==> src/rtl/modulo_debouncer_botoes_pkg.sv <==
// Shared debouncer types: FSM state encoding and default timing constants.
// The AUTO_REPEAT_EN macro selects the optional auto-repeat feature in the channel.
package pkg_debouncer;

    // Bit 1 of the encoding is the debounced level itself.
    typedef enum logic [1:0] {
        SOLTO       = 2'b00,
        CONF_PRESS  = 2'b01,
        PRESSIONADO = 2'b11,
        CONF_SOLTA  = 2'b10
    } estado_t;

    localparam int N_BOTOES_PAD     = 2;
    localparam int CONT_ESTAVEL_PAD = 1000000;
    localparam int W_CONT_PAD       = 20;
    localparam int ATRASO_PAD       = 25000000;
    localparam int PERIODO_PAD      = 5000000;

endpackage

==> src/rtl/modulo_debouncer_canal.sv <==
// One button channel: 2-FF synchroniser, confirmation FSM, press pulse.
// With AUTO_REPEAT_EN defined, a hold counter adds repeat pulses while pressed.
module modulo_debouncer_canal
    import pkg_debouncer::*;
#(
    parameter int CONT_ESTAVEL      = CONT_ESTAVEL_PAD,
    parameter int W_CONT            = W_CONT_PAD,
    parameter int ATRASO_REPETICAO  = ATRASO_PAD,
    parameter int PERIODO_REPETICAO = PERIODO_PAD
) (
    input  logic clk,
    input  logic clr,
    input  logic btn_n,
    output logic nivel,
    output logic pulso
);

    localparam logic [W_CONT-1:0] ALVO = W_CONT'(CONT_ESTAVEL);

    logic              sync1, sync2, s;
    estado_t           estado, prox;
    logic [W_CONT-1:0] cnt, cnt_prox;
    logic              pulso_q, pulso_prox;
    logic              aceita, rep;

    always_ff @(posedge clk) begin
        if (clr) begin
            sync1 <= 1'b1;
            sync2 <= 1'b1;
        end else begin
            sync1 <= btn_n;
            sync2 <= sync1;
        end
    end

    assign s = ~sync2;

    always_ff @(posedge clk) begin
        if (clr) begin
            estado  <= SOLTO;
            cnt     <= '0;
            pulso_q <= 1'b0;
        end else begin
            estado  <= prox;
            cnt     <= cnt_prox;
            pulso_q <= pulso_prox;
        end
    end

    always_comb begin
        prox     = estado;
        cnt_prox = cnt;
        unique case (estado)
            SOLTO: begin
                if (s) begin
                    prox     = CONF_PRESS;
                    cnt_prox = W_CONT'(1);
                end
            end
            CONF_PRESS: begin
                if (!s) begin
                    prox     = SOLTO;
                    cnt_prox = '0;
                end else if (cnt == ALVO) begin
                    prox     = PRESSIONADO;
                    cnt_prox = '0;
                end else begin
                    cnt_prox = cnt + W_CONT'(1);
                end
            end
            PRESSIONADO: begin
                if (!s) begin
                    prox     = CONF_SOLTA;
                    cnt_prox = W_CONT'(1);
                end
            end
            CONF_SOLTA: begin
                if (s) begin
                    prox     = PRESSIONADO;
                    cnt_prox = '0;
                end else if (cnt == ALVO) begin
                    prox     = SOLTO;
                    cnt_prox = '0;
                end else begin
                    cnt_prox = cnt + W_CONT'(1);
                end
            end
            default: begin
                prox     = SOLTO;
                cnt_prox = '0;
            end
        endcase
    end

`ifdef AUTO_REPEAT_EN
    localparam int W_H = (ATRASO_REPETICAO > 1) ? $clog2(ATRASO_REPETICAO) : 1;
    localparam logic [W_H-1:0] H_ALVO = W_H'(ATRASO_REPETICAO - 1);
    localparam logic [W_H-1:0] H_REC  = W_H'(ATRASO_REPETICAO - PERIODO_REPETICAO);

    logic [W_H-1:0] hcnt, hcnt_prox;

    always_ff @(posedge clk) begin
        if (clr) hcnt <= '0;
        else     hcnt <= hcnt_prox;
    end

    // Reload to ATRASO-PERIODO so later repeats come every PERIODO cycles.
    always_comb begin
        hcnt_prox = hcnt;
        rep       = 1'b0;
        if (estado == PRESSIONADO) begin
            if (s) begin
                if (hcnt == H_ALVO) begin
                    rep       = 1'b1;
                    hcnt_prox = H_REC;
                end else begin
                    hcnt_prox = hcnt + W_H'(1);
                end
            end
        end else if (estado == CONF_SOLTA) begin
            if (!s && cnt == ALVO) hcnt_prox = '0;
        end else begin
            hcnt_prox = '0;
        end
    end
`else
    assign rep = 1'b0;
`endif

    always_comb begin
        aceita     = (estado == CONF_PRESS) && s && (cnt == ALVO);
        pulso_prox = aceita | rep;
        nivel      = estado[1];
        pulso      = pulso_q;
    end

endmodule

==> src/rtl/modulo_debouncer_botoes.sv <==
// Debounced operator buttons: N_BOTOES independent channels.
// Define AUTO_REPEAT_EN to enable auto-repeat pulses while a button is held.
module modulo_debouncer_botoes
    import pkg_debouncer::*;
#(
    parameter int N_BOTOES          = N_BOTOES_PAD,
    parameter int CONT_ESTAVEL      = CONT_ESTAVEL_PAD,
    parameter int W_CONT            = W_CONT_PAD,
    parameter int ATRASO_REPETICAO  = ATRASO_PAD,
    parameter int PERIODO_REPETICAO = PERIODO_PAD
) (
    input  logic                clk,
    input  logic                clr,
    input  logic [N_BOTOES-1:0] btn_n,
    output logic [N_BOTOES-1:0] nivel,
    output logic [N_BOTOES-1:0] pulso
);

    for (genvar i = 0; i < N_BOTOES; i++) begin : g_canal
        modulo_debouncer_canal #(
            .CONT_ESTAVEL      (CONT_ESTAVEL),
            .W_CONT            (W_CONT),
            .ATRASO_REPETICAO  (ATRASO_REPETICAO),
            .PERIODO_REPETICAO (PERIODO_REPETICAO)
        ) u_canal (
            .clk   (clk),
            .clr   (clr),
            .btn_n (btn_n[i]),
            .nivel (nivel[i]),
            .pulso (pulso[i])
        );
    end

endmodule

==> config.mk <==
export PLATFORM = sky130hd
export DESIGN_NAME = modulo_debouncer_botoes
export DESIGN_NICKNAME = d
export VERILOG_FILES = /design/src/rtl/modulo_debouncer_botoes_pkg.sv /design/src/rtl/modulo_debouncer_canal.sv /design/src/rtl/modulo_debouncer_botoes.sv
export SDC_FILE = /design/constraint.sdc
export NUM_CORES = 1
export LEC_CHECK = 0
export ABC_AREA = 1
export CORE_AREA = 3 3 90 92
export DETAILED_ROUTE_END_ITERATION = 7
export DIE_AREA = 0 0 93 95
export GPL_TIMING_DRIVEN = 0
export SYNTH_ARGS = -nofsm -noshare
export SYNTH_HDL_FRONTEND = slang
export SYNTH_HIERARCHICAL = 1
export SYNTH_SLANG_ARGS = --single-unit
==> constraint.sdc <==
create_clock -name clk -period 1.49 [get_ports clk]
set_input_delay 0.298 -clock clk [delete_from_list [all_inputs] [get_ports clk]]
set_output_delay 0.298 -clock clk [all_outputs]
set_load 0.01 [all_outputs]
# Word-level counts from Yosys, hierarchy flattened
# Index checks and enable logic that the tools add are counted.
# W data, S select, Z words.
[op_classes] addsub=2 n_eq_ne=16 muxes=26 n_bitwise=2 n_reduce_logical=10
[op_table] operator="$mux W20" n=10
[op_table] operator="$pmux W20 S4" n=2
[op_table] operator="$add A20 B1 Y20 const B" n=2
[op_table] operator="$eq A20 B20 Y1 const B" n=2
[op_table] operator="$mux W2" n=12
[op_table] operator="$pmux W2 S4" n=2
[op_table] operator="$eq A2 B2 Y1 const B" n=4
[op_table] operator="$reduce_and A4 Y1" n=2
[op_table] operator="$ne A3 B1 Y1 const B" n=2
[op_table] operator="$ne A3 B3 Y1 const B" n=2
[op_table] operator="$eq A2 B1 Y1 const B" n=2
[op_table] operator="$logic_and A1 B1 Y1" n=4
[op_table] operator="$logic_not A2 Y1" n=2
[op_table] operator="$ne A2 B1 Y1 const B" n=2
[op_table] operator="$ne A2 B2 Y1 const B" n=2
[op_table] operator="$reduce_and A2 Y1" n=2
[op_table] operator="$not A1 Y1" n=2
[totals] ff_bits=50 in_bits=4 out_inout_bits=4 elab_cells=66

# Longest topological paths before layout
[logic_depth] depth_word=4 mapped_depth=11 ltp_nobuf=11

# Hierarchy
# Netlist, hierarchy kept.
[modules_own_cells] module="modulo_debouncer_canal" instances=2 cells_per_inst=254 area_each_um2=1667.8 seq_area_each_um2=500.5

# Worst setup path before layout
# OpenSTA, ideal clock, no wires.
[synth_timing] path_kind="reg-to-reg" startpoint="register g_canal[0].u_canal.estado[1]" endpoint="register g_canal[0].u_canal.cnt[14]" setup_time_ns=0.114 arrival_time_ns=1.395 t_required_ns=1.376 setup_slack_ns=-0.019 path_stages_with_launch=11 n_path_buf=0 period_less_slack_ns=1.509 path_cell_list="dfxtp_1 -> inv_1 -> ha_1 -> nand2_2 -> o21ai_4 -> inv_4 -> nand4_1 -> inv_1 -> nand2_1 -> o21ai_1 -> nor2_2"
[synth_between] elab_chain_cells=3 word_cells_on_any_way=8 classes_between="eq/ne (5); mux (1); reduce/logical (2)"
[synth_rtl] item="from (decl)" line="modulo_debouncer_canal.sv:21" rtl="estado_t estado, prox;"
[synth_rtl] item="from (signal assigned)" line="modulo_debouncer_canal.sv:44" rtl="estado <= prox;"
[synth_rtl] item="$eq A2 B2 Y1 or $logic_not A2 Y1 (tied branches)" line="modulo_debouncer_canal.sv:53" rtl="unique case (estado)"
[synth_rtl] item="$ne A2 B1 Y1 (no line) or $ne A2 B2 Y1 (tied branches)"
[synth_rtl] item="$reduce_and A2 Y1 (no line)"
[synth_rtl] item="to (signal assigned)" line="modulo_debouncer_canal.sv:45" rtl="cnt <= cnt_prox;"
[synth_rtl] item="to (decl)" line="modulo_debouncer_canal.sv:22" rtl="logic [W_CONT-1:0] cnt, cnt_prox;"
# Several ways; a longest one is shown, not always the timed one.
# A chain may end at the register's enable or synchronous reset.

# Worst setup path in the final report
[layout_timing] startpoint="register g_canal[1].u_canal.estado[0]" endpoint="register g_canal[1].u_canal.cnt[18]"
[layout_between] elab_chain_cells=3 word_cells_on_any_way=8 classes_between="eq/ne (5); mux (1); reduce/logical (2)"
[layout_rtl] item="from (decl)" line="modulo_debouncer_canal.sv:21"
[layout_rtl] item="from (signal assigned)" line="modulo_debouncer_canal.sv:44"
[layout_rtl] item="$eq A2 B2 Y1 or $logic_not A2 Y1 (tied branches)" line="modulo_debouncer_canal.sv:53"
[layout_rtl] item="$ne A2 B1 Y1 (no line) or $ne A2 B2 Y1 (tied branches)"
[layout_rtl] item="$reduce_and A2 Y1 (no line)"
[layout_rtl] item="to (signal assigned)" line="modulo_debouncer_canal.sv:45"
[layout_rtl] item="to (decl)" line="modulo_debouncer_canal.sv:22"
# Several ways; a longest one is shown, not always the timed one.

==> metrics.cfg <==
[status]
status=finished with violations
violations=setup timing

[layout]
diodes=0
drive_gt1_share_pct=29.87
area_growth_syn_to_layout_pct=23.14
finalNonFillerCells=638
multiInputGateArea_mm2=0.002305
nFillCells=732
layout.nets=556
regArea_mm2=0.001040

[cts]
clk_path_buf_depth=2
cts_made_buffers=5
cts_tree=yes
cts.sinks=50
cts-root-buf=clkbuf_8
h-tree-depth=2
insertion_delay_ps=300
clk_pin_slew_worst_paths_ps=90
hold_buffers=0

[min_path]
hp-class=reg2reg
hp-start=g_canal[1].u_canal/sync1

[placement]
place_ws_ps=-224.6
gp_congestion=0.8691
hpwl_um=5776
dp.cells=614
portBuffers=7

[power_and_ir_drop]
swShare_pct=41.32
leakage_nw=1.546
peakVddDrop_v=0.0004639
intPower_w=0.002909
power.density_mw_per_mm2=1207
combPwrFrac_pct=48.4
power_switching_w=0.002048
clkPwrFrac_pct=19.6
p_seq_share_pct=32.1

[floorplanning]
io_pins=8
dieArea_mm2=0.008835
initial_core_util_pct=45.74
die_y_um=95
dieWidth_um=93
core_area_mm2=0.007292
rows=31

[global_routing]
grt_pass1_vias=2821
grt.overflow.total=0
antenna_found_initial=0
grt_pass1_wl_um=13540
grt_max_degree=16
grt_usage_pct=19.05

[synthesis]
ys_types=34
yosysMostFrequentCell=nand2_1
yosysSeqAreaShare_pct=30.01
ys.flop_type=dfxtp_1
yosysWarnings=6
synth_top_cell_area_share_pct=30.01
synth_seq_cells=50
synth_edf_count=0
netlist_top_cells_area=dfxtp_1 (30%), nand2_1 (13%), nor2_1 (12%)
avgSynthCellArea_um2=6.566
synthCells=508
yosys-top-cells-count=nand2_1 (114), nor2_1 (104), inv_1 (60), dfxtp_1 (50), nand3_1 (26)
syn-num-nets=526
synth_area_leader_cell=dfxtp_1
synthArstFlopShare_pct=0
synthesis.area_mm2=0.003336

[setup_path]
crit_top_cell=nor2_1
cp.required_ps=1670
cp_cell_sequence=ha_2 -> inv_2 -> o21ai_4 -> buf_4 -> nor2_4 -> nand3_4 -> nor2_1 -> nor2_1 -> nor2_1
crit_path_top_delay_cell=dfxtp_4
cpPeakStageDelay_ps=390
r2r-start=g_canal[1].u_canal/estado[0]
cp_max_fo=5
path_delay_family=flip-flops
critical_path.startpoint=g_canal[1].u_canal/estado[0]
setup.worst_path.start_class=flop
critPathCaptureType=flop
cp.arrival_ps=1700
path_class=reg2reg
path_buf_inv=2

[routing]
drc=0
drtIter0Drc=174
wl_per_cell_um=12.66
wirelength_um=8079
num_vias=3179
avgViaCountPerCell=4.983
drt-pass1-iter-count=5
drtAntennaViolNets=0

[timing]
fmax_mhz=656.9
hold_viol=0
rsz0062_at_grt=true
tns_ps=-161.3
period_needed_ps=1522
worst_pin_slew_ps=535.2
timing.final.ws_setup_ps=-32.34
relSlewSlack_pct=64.32
fin_skew_ps=7.630
fin_crit_sh_pct=102.2
slew_violations=0
setup_viol_count_final=14

[run]
cap_viol_max_count=0

## layout by cell type (no fill, tap or decap), types with 5 or more instances in the layout
| master | synthesis | layout |
|---|---|---|
| nand2_2 | 12 | 15 |
| buf_4 | 0 | 14 |
| o21ai_1 | 10 | 8 |
| dfxtp_2 | 0 | 7 |
| ha_1 | 14 | 6 |
| ha_4 | 0 | 6 |
| a21oi_1 | 12 | 10 |
| clkbuf_8 | 0 | 5 |
| nand2_1 | 114 | 107 |
| dfxtp_4 | 0 | 8 |
| o21ai_0 | 8 | 7 |
| nand2_4 | 6 | 6 |
| inv_1 | 60 | 46 |
| nor2_4 | 8 | 15 |
| nor2_2 | 10 | 15 |
| nor2_1 | 104 | 92 |
| nand4_1 | 12 | 12 |
| nand3_1 | 26 | 25 |
| inv_4 | 2 | 7 |
| inv_2 | 10 | 20 |
| dfxtp_1 | 50 | 35 |
| nand3_4 | 2 | 7 |
## layer usage
layer	GRT usage, %	share of wire [%]	vias to the layer above
met4	4.029	0.69	0
met1	28.65	51	1478
met5	0	0	-
met3	2.948	3.0	5
li1	-	-	1650
met2	28.55	45	46
## area by class of cell
| class | instances | area share (%) |
|---|---|---|
| Sequential cell | 50 | 25.31 |
| Multi-Input combinational cell | 378 | 56.11 |
| Inverter | 76 | 7.371 |
| Tap cell | 99 | 3.016 |
| Timing Repair Buffer | 23 | 4.721 |
| Buffer | 4 | 0.8224 |
| Clock buffer | 5 | 1.675 |
| Clock inverter | 3 | 0.9747 |
## power groups by stage
stage	sequential (W)	clock (W)	combinational (W)
after floorplan	0.00153	0	0.00114
after global placement	0.00154	0	0.00152
after detailed placement	0.00154	0	0.00152
after CTS	0.00155	0.00101	0.00192
after global routing	0.00161	0.00106	0.00258
final	0.00159	0.000969	0.00240
## metrics by stage
step           total power (W)  area [um^2]  hold slack, ps  utilization (%)
4_1_cts               0.004485         3805           433.7            52.18
2_1_floorplan         0.002666         3338           389.5                -
3_5_place_dp          0.003061         3532           400.8            48.44
6_report              0.004957         4108           428.9            56.33
3_3_place_gp          0.003063         3532           401.7            48.44
5_1_grt               0.005245         4108           448.9            56.33
## worst paths after layout
| kind | to | slack (ps) | cells after the start |
|---|---|---|---|
| worst max-delay path | g_canal[1].u_canal/cnt[18] | -30 | 9 |
| worst min-delay path | g_canal[1].u_canal/sync2 | 430 | 1 |
| worst max register to register | g_canal[1].u_canal/cnt[18] | -30 | 9 |
| worst min register to register | g_canal[1].u_canal/sync2 | 430 | 1 |
## state kept, by name, indices dropped and copies added, names as in the netlist
signal                  flops
g_canal.u_canal/cnt        40
g_canal.u_canal/estado      4
g_canal.u_canal/pulso       2
g_canal.u_canal/sync1       2
g_canal.u_canal/sync2       2
## worst register-to-register path, stage by stage, from the launching register on
cell and delay, ps:
dfxtp_4 390, ha_2 180, inv_2 50, o21ai_4 230
buf_4 170, nor2_4 40, nand3_4 120, nor2_1 70
nor2_1 100, nor2_1 40
## logic make-up (layout without fill, tap and decap cells)
logic type      Yosys count  in the layout  synth area share, %
simple gates            318            318                46.14
fa+ha+maj                14             14                5.251
xor+xnor                  4              4                1.050
flops                    50             50                30.01
compound gates           42             42                7.952
buf+inv                  80            111                9.602
## timing repair
item	4_1_cts	5_1_grt
buffers inserted	9	7
endpoints found under the setup margin	47	44
pin swaps	5	15
gates resized for setup	35	75
Power figures use the tool's default switching activity.
